[src/rtl/rocketcpu_pkg.sv]
// Shared definitions for the RocketCPU interrupt dispatch slice.
// Holds the dispatcher FSM state encoding, the default register base and the
// register offsets of the interrupt controller (pending at +0, mask at +4).
package rocketcpu_pkg;

  typedef enum logic [2:0] {
    ST_INIT    = 3'd0,
    ST_IDLE    = 3'd1,
    ST_RD_PEND = 3'd2,
    ST_CLR     = 3'd3,
    ST_DELIVER = 3'd4
  } state_t;

  localparam logic [31:0] DEFAULT_BASE = 32'h0900_0000;
  localparam logic [31:0] OFS_PEND     = 32'd0;
  localparam logic [31:0] OFS_MASK     = 32'd4;

endpackage

[src/rtl/rocketcpu_prio_enc.sv]
// Purpose: lowest-set-bit priority encoder, bit 0 has the highest priority.
// Latency: purely combinational.
// Backpressure: none.
// Ports: req (SIZE request bits), idx (index of lowest set bit, 0 when none),
//        any (at least one request bit set).
module rocketcpu_prio_enc #(
  parameter int SIZE = 3,
  parameter int IW   = (SIZE > 1) ? $clog2(SIZE) : 1
) (
  input  logic [SIZE-1:0] req,
  output logic [IW-1:0]   idx,
  output logic            any
);

  // Scan from the top down so the lowest set bit is the last one written.
  always_comb begin
    idx = '0;
    any = 1'b0;
    for (int i = SIZE - 1; i >= 0; i--) begin
      if (req[i]) begin
        idx = IW'(i);
        any = 1'b1;
      end
    end
  end

endmodule

[src/rtl/rocketcpu_irq_dispatch.sv]
// Purpose: Wishbone initiator that programs the irq mask, then on i_irq reads
//          the pending register, clears the lowest pending bit and hands its
//          index to a consumer (one vector per pass).
// Latency: vector valid one cycle after the clear-write ack; each Wishbone
//          transfer starts the cycle after its state is entered.
// Backpressure: o_vec_valid/o_vec_id hold until i_vec_ready; bus waits on
//          i_wb_ack (bounded by TIMEOUT when ROCKETCPU_IRQ_DISPATCH_TIMEOUT_EN
//          is defined, which also enables the sticky o_err flag).
// Ports: i_wb_clk/i_rst_n clock and async active-low reset; o_wb_adr/o_wb_dat/
//        o_wb_we/o_wb_cyc with i_wb_rdt/i_wb_ack form the Wishbone master;
//        i_irq aggregated interrupt; o_vec_valid/o_vec_id/i_vec_ready vector
//        handshake; o_err bus-timeout flag.
module rocketcpu_irq_dispatch
  import rocketcpu_pkg::*;
#(
  parameter int              SIZE      = 3,
  parameter logic [31:0]     BASE      = DEFAULT_BASE,
  parameter logic [SIZE-1:0] MASK_INIT = {SIZE{1'b1}},
  parameter int              TIMEOUT   = 16,
  parameter int              IW        = (SIZE > 1) ? $clog2(SIZE) : 1
) (
  input  logic          i_wb_clk,
  input  logic          i_rst_n,
  output logic [31:0]   o_wb_adr,
  output logic [31:0]   o_wb_dat,
  output logic          o_wb_we,
  output logic          o_wb_cyc,
  input  logic [31:0]   i_wb_rdt,
  input  logic          i_wb_ack,
  input  logic          i_irq,
  output logic          o_vec_valid,
  output logic [IW-1:0] o_vec_id,
  input  logic          i_vec_ready,
  output logic          o_err
);

  state_t          state;
  logic [SIZE-1:0] clr_val;
  logic [IW-1:0]   sel_id;
  logic [IW-1:0]   enc_idx;
  logic            enc_any;
  logic            ack_q;
  logic            tmo;

  // Only the pending bits matter; the rest of the read word is don't-care.
  logic unused_rdt;
  assign unused_rdt = &{1'b0, i_wb_rdt[31:SIZE]};

  // A stray ack with no cycle outstanding is ignored.
  assign ack_q = i_wb_ack & o_wb_cyc;

  rocketcpu_prio_enc #(
    .SIZE (SIZE),
    .IW   (IW)
  ) u_prio_enc (
    .req (i_wb_rdt[SIZE-1:0]),
    .idx (enc_idx),
    .any (enc_any)
  );

`ifdef ROCKETCPU_IRQ_DISPATCH_TIMEOUT_EN
  localparam int CW = $clog2(TIMEOUT + 1);
  logic [CW-1:0] wait_cnt;

  // Counter idles at zero while cyc is low, so it restarts with each transfer.
  assign tmo = o_wb_cyc & ~i_wb_ack & (wait_cnt == CW'(TIMEOUT - 1));

  always_ff @(posedge i_wb_clk or negedge i_rst_n) begin
    if (!i_rst_n) begin
      wait_cnt <= '0;
    end else if (!o_wb_cyc || tmo) begin
      wait_cnt <= '0;
    end else begin
      wait_cnt <= wait_cnt + 1'b1;
    end
  end
`else
  localparam int unused_timeout = TIMEOUT;
  assign tmo   = 1'b0;
  assign o_err = 1'b0;
`endif

  always_ff @(posedge i_wb_clk or negedge i_rst_n) begin
    if (!i_rst_n) begin
      state       <= ST_INIT;
      o_wb_adr    <= '0;
      o_wb_dat    <= '0;
      o_wb_we     <= 1'b0;
      o_wb_cyc    <= 1'b0;
      o_vec_valid <= 1'b0;
      o_vec_id    <= '0;
      clr_val     <= '0;
      sel_id      <= '0;
`ifdef ROCKETCPU_IRQ_DISPATCH_TIMEOUT_EN
      o_err       <= 1'b0;
`endif
    end else begin
      // Bus states launch their transfer on the first cycle with cyc low and
      // drop cyc on ack, which leaves an idle cycle before the next transfer.
      case (state)
        ST_INIT: begin
          if (!o_wb_cyc) begin
            o_wb_cyc <= 1'b1;
            o_wb_we  <= 1'b1;
            o_wb_adr <= BASE + OFS_MASK;
            o_wb_dat <= 32'(MASK_INIT);
          end else if (ack_q) begin
            o_wb_cyc <= 1'b0;
            state    <= ST_IDLE;
          end
        end
        ST_IDLE: begin
          if (i_irq) state <= ST_RD_PEND;
        end
        ST_RD_PEND: begin
          if (!o_wb_cyc) begin
            o_wb_cyc <= 1'b1;
            o_wb_we  <= 1'b0;
            o_wb_adr <= BASE + OFS_PEND;
            o_wb_dat <= '0;
          end else if (ack_q) begin
            o_wb_cyc <= 1'b0;
            if (!enc_any) begin
              state <= ST_IDLE;
            end else begin
              sel_id  <= enc_idx;
              clr_val <= i_wb_rdt[SIZE-1:0] & ~(SIZE'(1) << enc_idx);
              state   <= ST_CLR;
            end
          end
        end
        ST_CLR: begin
          if (!o_wb_cyc) begin
            o_wb_cyc <= 1'b1;
            o_wb_we  <= 1'b1;
            o_wb_adr <= BASE + OFS_PEND;
            o_wb_dat <= 32'(clr_val);
          end else if (ack_q) begin
            o_wb_cyc    <= 1'b0;
            o_vec_valid <= 1'b1;
            o_vec_id    <= sel_id;
            state       <= ST_DELIVER;
          end
        end
        ST_DELIVER: begin
          if (i_vec_ready) begin
            o_vec_valid <= 1'b0;
            state       <= ST_IDLE;
          end
        end
        default: state <= ST_INIT;
      endcase

`ifdef ROCKETCPU_IRQ_DISPATCH_TIMEOUT_EN
      // Abandon an unacknowledged transfer; a failed mask write is retried.
      if (tmo) begin
        o_wb_cyc <= 1'b0;
        o_err    <= 1'b1;
        state    <= (state == ST_INIT) ? ST_INIT : ST_IDLE;
      end
`endif
    end
  end

endmodule

[config.mk]
export PLATFORM = sky130hd
export DESIGN_NAME = rocketcpu_irq_dispatch
export DESIGN_NICKNAME = d
export VERILOG_FILES = /design/src/rtl/rocketcpu_pkg.sv /design/src/rtl/rocketcpu_prio_enc.sv /design/src/rtl/rocketcpu_irq_dispatch.sv
export SDC_FILE = /design/constraint.sdc
export NUM_CORES = 1
export LEC_CHECK = 0
export BUFFER_PORTS_ARGS = -buffer_cell sky130_fd_sc_hd__buf_4
export CORE_AREA = 2 2 65 60
export DETAILED_ROUTE_END_ITERATION = 16
export DIE_AREA = 0 0 67 62
export GPL_TIMING_DRIVEN = 0
export PLACE_DENSITY = 0.77
export SYNTH_ARGS = -nofsm -noshare
export SYNTH_HDL_FRONTEND = slang
export SYNTH_HIERARCHICAL = 1
export SYNTH_SLANG_ARGS = --single-unit
[constraint.sdc]
create_clock -name i_wb_clk -period 2 [get_ports i_wb_clk]
set_input_delay 0.2 -clock i_wb_clk [delete_from_list [all_inputs] [get_ports i_wb_clk]]
set_output_delay 0.2 -clock i_wb_clk [all_outputs]
set_load 0.01 [all_outputs]
==> out/metrics.yaml <==
skew_ns: 0.00215
synth_seq_cells: 18
start_util_pct: 35.6
dominantRegCellSynth: "dfrtp_1"
synth_top_family_by_area: "buffers and inverters"
drtPass1Iterations: 4
n_fill_cell: 358
portBuffers: 18
synth-adder-area-share_pct: 0
setup_viol: 0
hold_viol: 0
synth_area_mm2: 0.00127
synth_edf_count: 0
clkTransAtPathRegs_ns: 0.07
cts.repair.resized: 0
register_area_um2: 450
cp_max_fo: 7
drc: 0
num_rows: 21
cts-root-buf: "clkbuf_8"
fin_nets: 252
yosys.area_share.xor_xnor_pct: 0
die-area_mm2: 0.00415
synth_cell_types: 28
multi_input_area_um2: 554
met1_length_um: 916
via_count: 881
cts_tree: "done"
area_delta_synth_final_pct: 37.3
rsz0062_at_grt: "no"
cts_buffers: 3
final_common_cell: "buf_4"
avgViaCountPerCell: 3.39
crit_required_ns: 2.14
fin_tns_setup_ns: 0
totalWireLength_mm: 2.05
cts_sinks: 18
ir_drop_uv: 662
ios: 107
async_flop_share_pct: 100
grt_max_degree: 19
wl_met2_um: 904
leakage_nw: 0.992
layout_common_cells: "buf_4, conb_1, dfrtp_1"
htreeDepth: 1
synth.avg_cell_area_um2: 9.58
yosys.area_share.simple_pct: 10.4
ant_nets: 0
postSynthCellCount: 133
synthMuxAreaShare_pct: 6.88
crit_type: "reg2reg"
max_slew_margin_pct: 65.4
cp-start-kind: "flip-flop"
first_global_vias: 679
clock_latency_ns: 0.25
p_per_area_mw_per_mm2: 971
place.gp.congestion: 0.807
critPathArrivalTime_ns: 1.71
gr-total-overflow: 0
fin_crit_sh_pct: 78.8
core_mm2: 0.00357
status: "finished clean"
min_path_type: "in2reg"
chipWidth_um: 67
maxUsedRoutingLayer: "met3"
grt.total_usage_pct: 9.60
seq_area_frac_synth_pct: 35.4
power_mw: 1.70
die_h_um: 62
endpoint_kind: "flip-flop"
hpwl_mm: 1.70
fmax_ghz: 0.635
route.met3.wl_um: 231
wl_per_cell_um: 7.89
clk_path_buf_depth: 2
yosysWarnings: 6
layout-drive-gt1-share_pct: 43.5
maxCapViolations: 0
antenna_found_initial: 0
grt_pass1_wl_mm: 3.06
slew_violations: 0
synth-compound-area-share_pct: 8.84
tightest_slew_ns: 0.515
drtIter0Drc: 9
num_antenna_cells: 0
fin_crit_ns: 1.58
final timing paths:
check | startpoint | to | slack (ns) | depth (start not counted)
worst min-delay path | i_vec_ready | state[2]$_DFFE_PN0P_ | 0.12 | 2
worst min register to register | sel_id[0]$_DFFE_PN0P_ | o_vec_id[0]$_DFFE_PN0P_ | 0.51 | 1
worst max-delay path | o_wb_cyc$_DFFE_PN0P_ | sel_id[0]$_DFFE_PN0P_ | 0.42 | 3
worst max register to register | o_wb_cyc$_DFFE_PN0P_ | sel_id[0]$_DFFE_PN0P_ | 0.42 | 3
min in group asynchronous | i_rst_n | clr_val[0]$_DFFE_PN0P_ | 0.35 | 2
max in group asynchronous | i_rst_n | o_vec_id[0]$_DFFE_PN0P_ | 1.47 | 2
state kept, by name, indices dropped and copies added, names as in the netlist:
name	cells
state	3
o_vec_id	2
clr_val	3
o_wb_dat	3
o_wb_adr	2
o_wb_we	1
sel_id	2
o_wb_cyc	1
o_vec_valid	1
cells by family after synthesis:
logic type             count (synthesis)
DFF                                   18
muxes                                  8
buffers and inverters                 69
AOI/OAI and AO/OA                     16
and+or+nand+nor                       21
other                                  1
worst max-delay path, cell delays in order, from the launching register on:
cell     delay, ns
dfrtp_1       0.47
nand2_2       0.14
nor4b_4       0.46
mux2_2        0.39
repair_timing:
action | 4_1_cts | 5_1_grt
endpoints found under the hold margin | 18 | 0
setup buffers | 0 | 0
hold buffers | 1 | 0
cell usage after synthesis (3+ instances only):
library cell | n | area, µm²
a2bb2oi_1 | 4 | 35.0
buf_4 | 60 | 450
dfrtp_1 | 18 | 450
inv_1 | 6 | 22.5
mux2_2 | 6 | 67.6
nand2_1 | 4 | 15.0
nor2_1 | 3 | 11.3
nor2b_1 | 3 | 18.8
o21ai_0 | 3 | 15.0
stage by stage:
step / util, % / hold slack (ns) / setup slack, ns / cell area (µm²) / cells
2_1_floorplan: - / -0.0956 / 0.535 / 1490 / 191
3_3_place_gp: 47.1 / 0.0805 / 0.450 / 1680 / 255
3_5_place_dp: 47.1 / 0.0812 / 0.427 / 1680 / 255
4_1_cts: 48.9 / 0.118 / 0.404 / 1750 / 260
5_1_grt: 48.9 / 0.114 / 0.336 / 1750 / 260
6_report: 48.9 / 0.121 / 0.425 / 1750 / 260
report_power, final:
part | switching, mW | total, mW | internal (mW)
Sequential | 0.0994 | 0.619 | 0.520
Combinational | 0.375 | 0.784 | 0.409
Clock | 0.120 | 0.295 | 0.175
layer usage:
metal,global-route usage [%],up-vias
met2,15.0,43
met1,13.2,356
li1,-,482
met5,0,-
met4,0.875,0
met3,3.78,0
final cells by class:
type                    count  share of cell area, %
multi-input cells         104                   31.7
repair buffers             19                   8.30
well taps                  46                   3.29
flip-flops and latches     18                   25.8
plain buffers              63                   26.5
clock buffers               4                   3.15
inverters                   6                   1.29
Power figures use the tool's default switching activity.
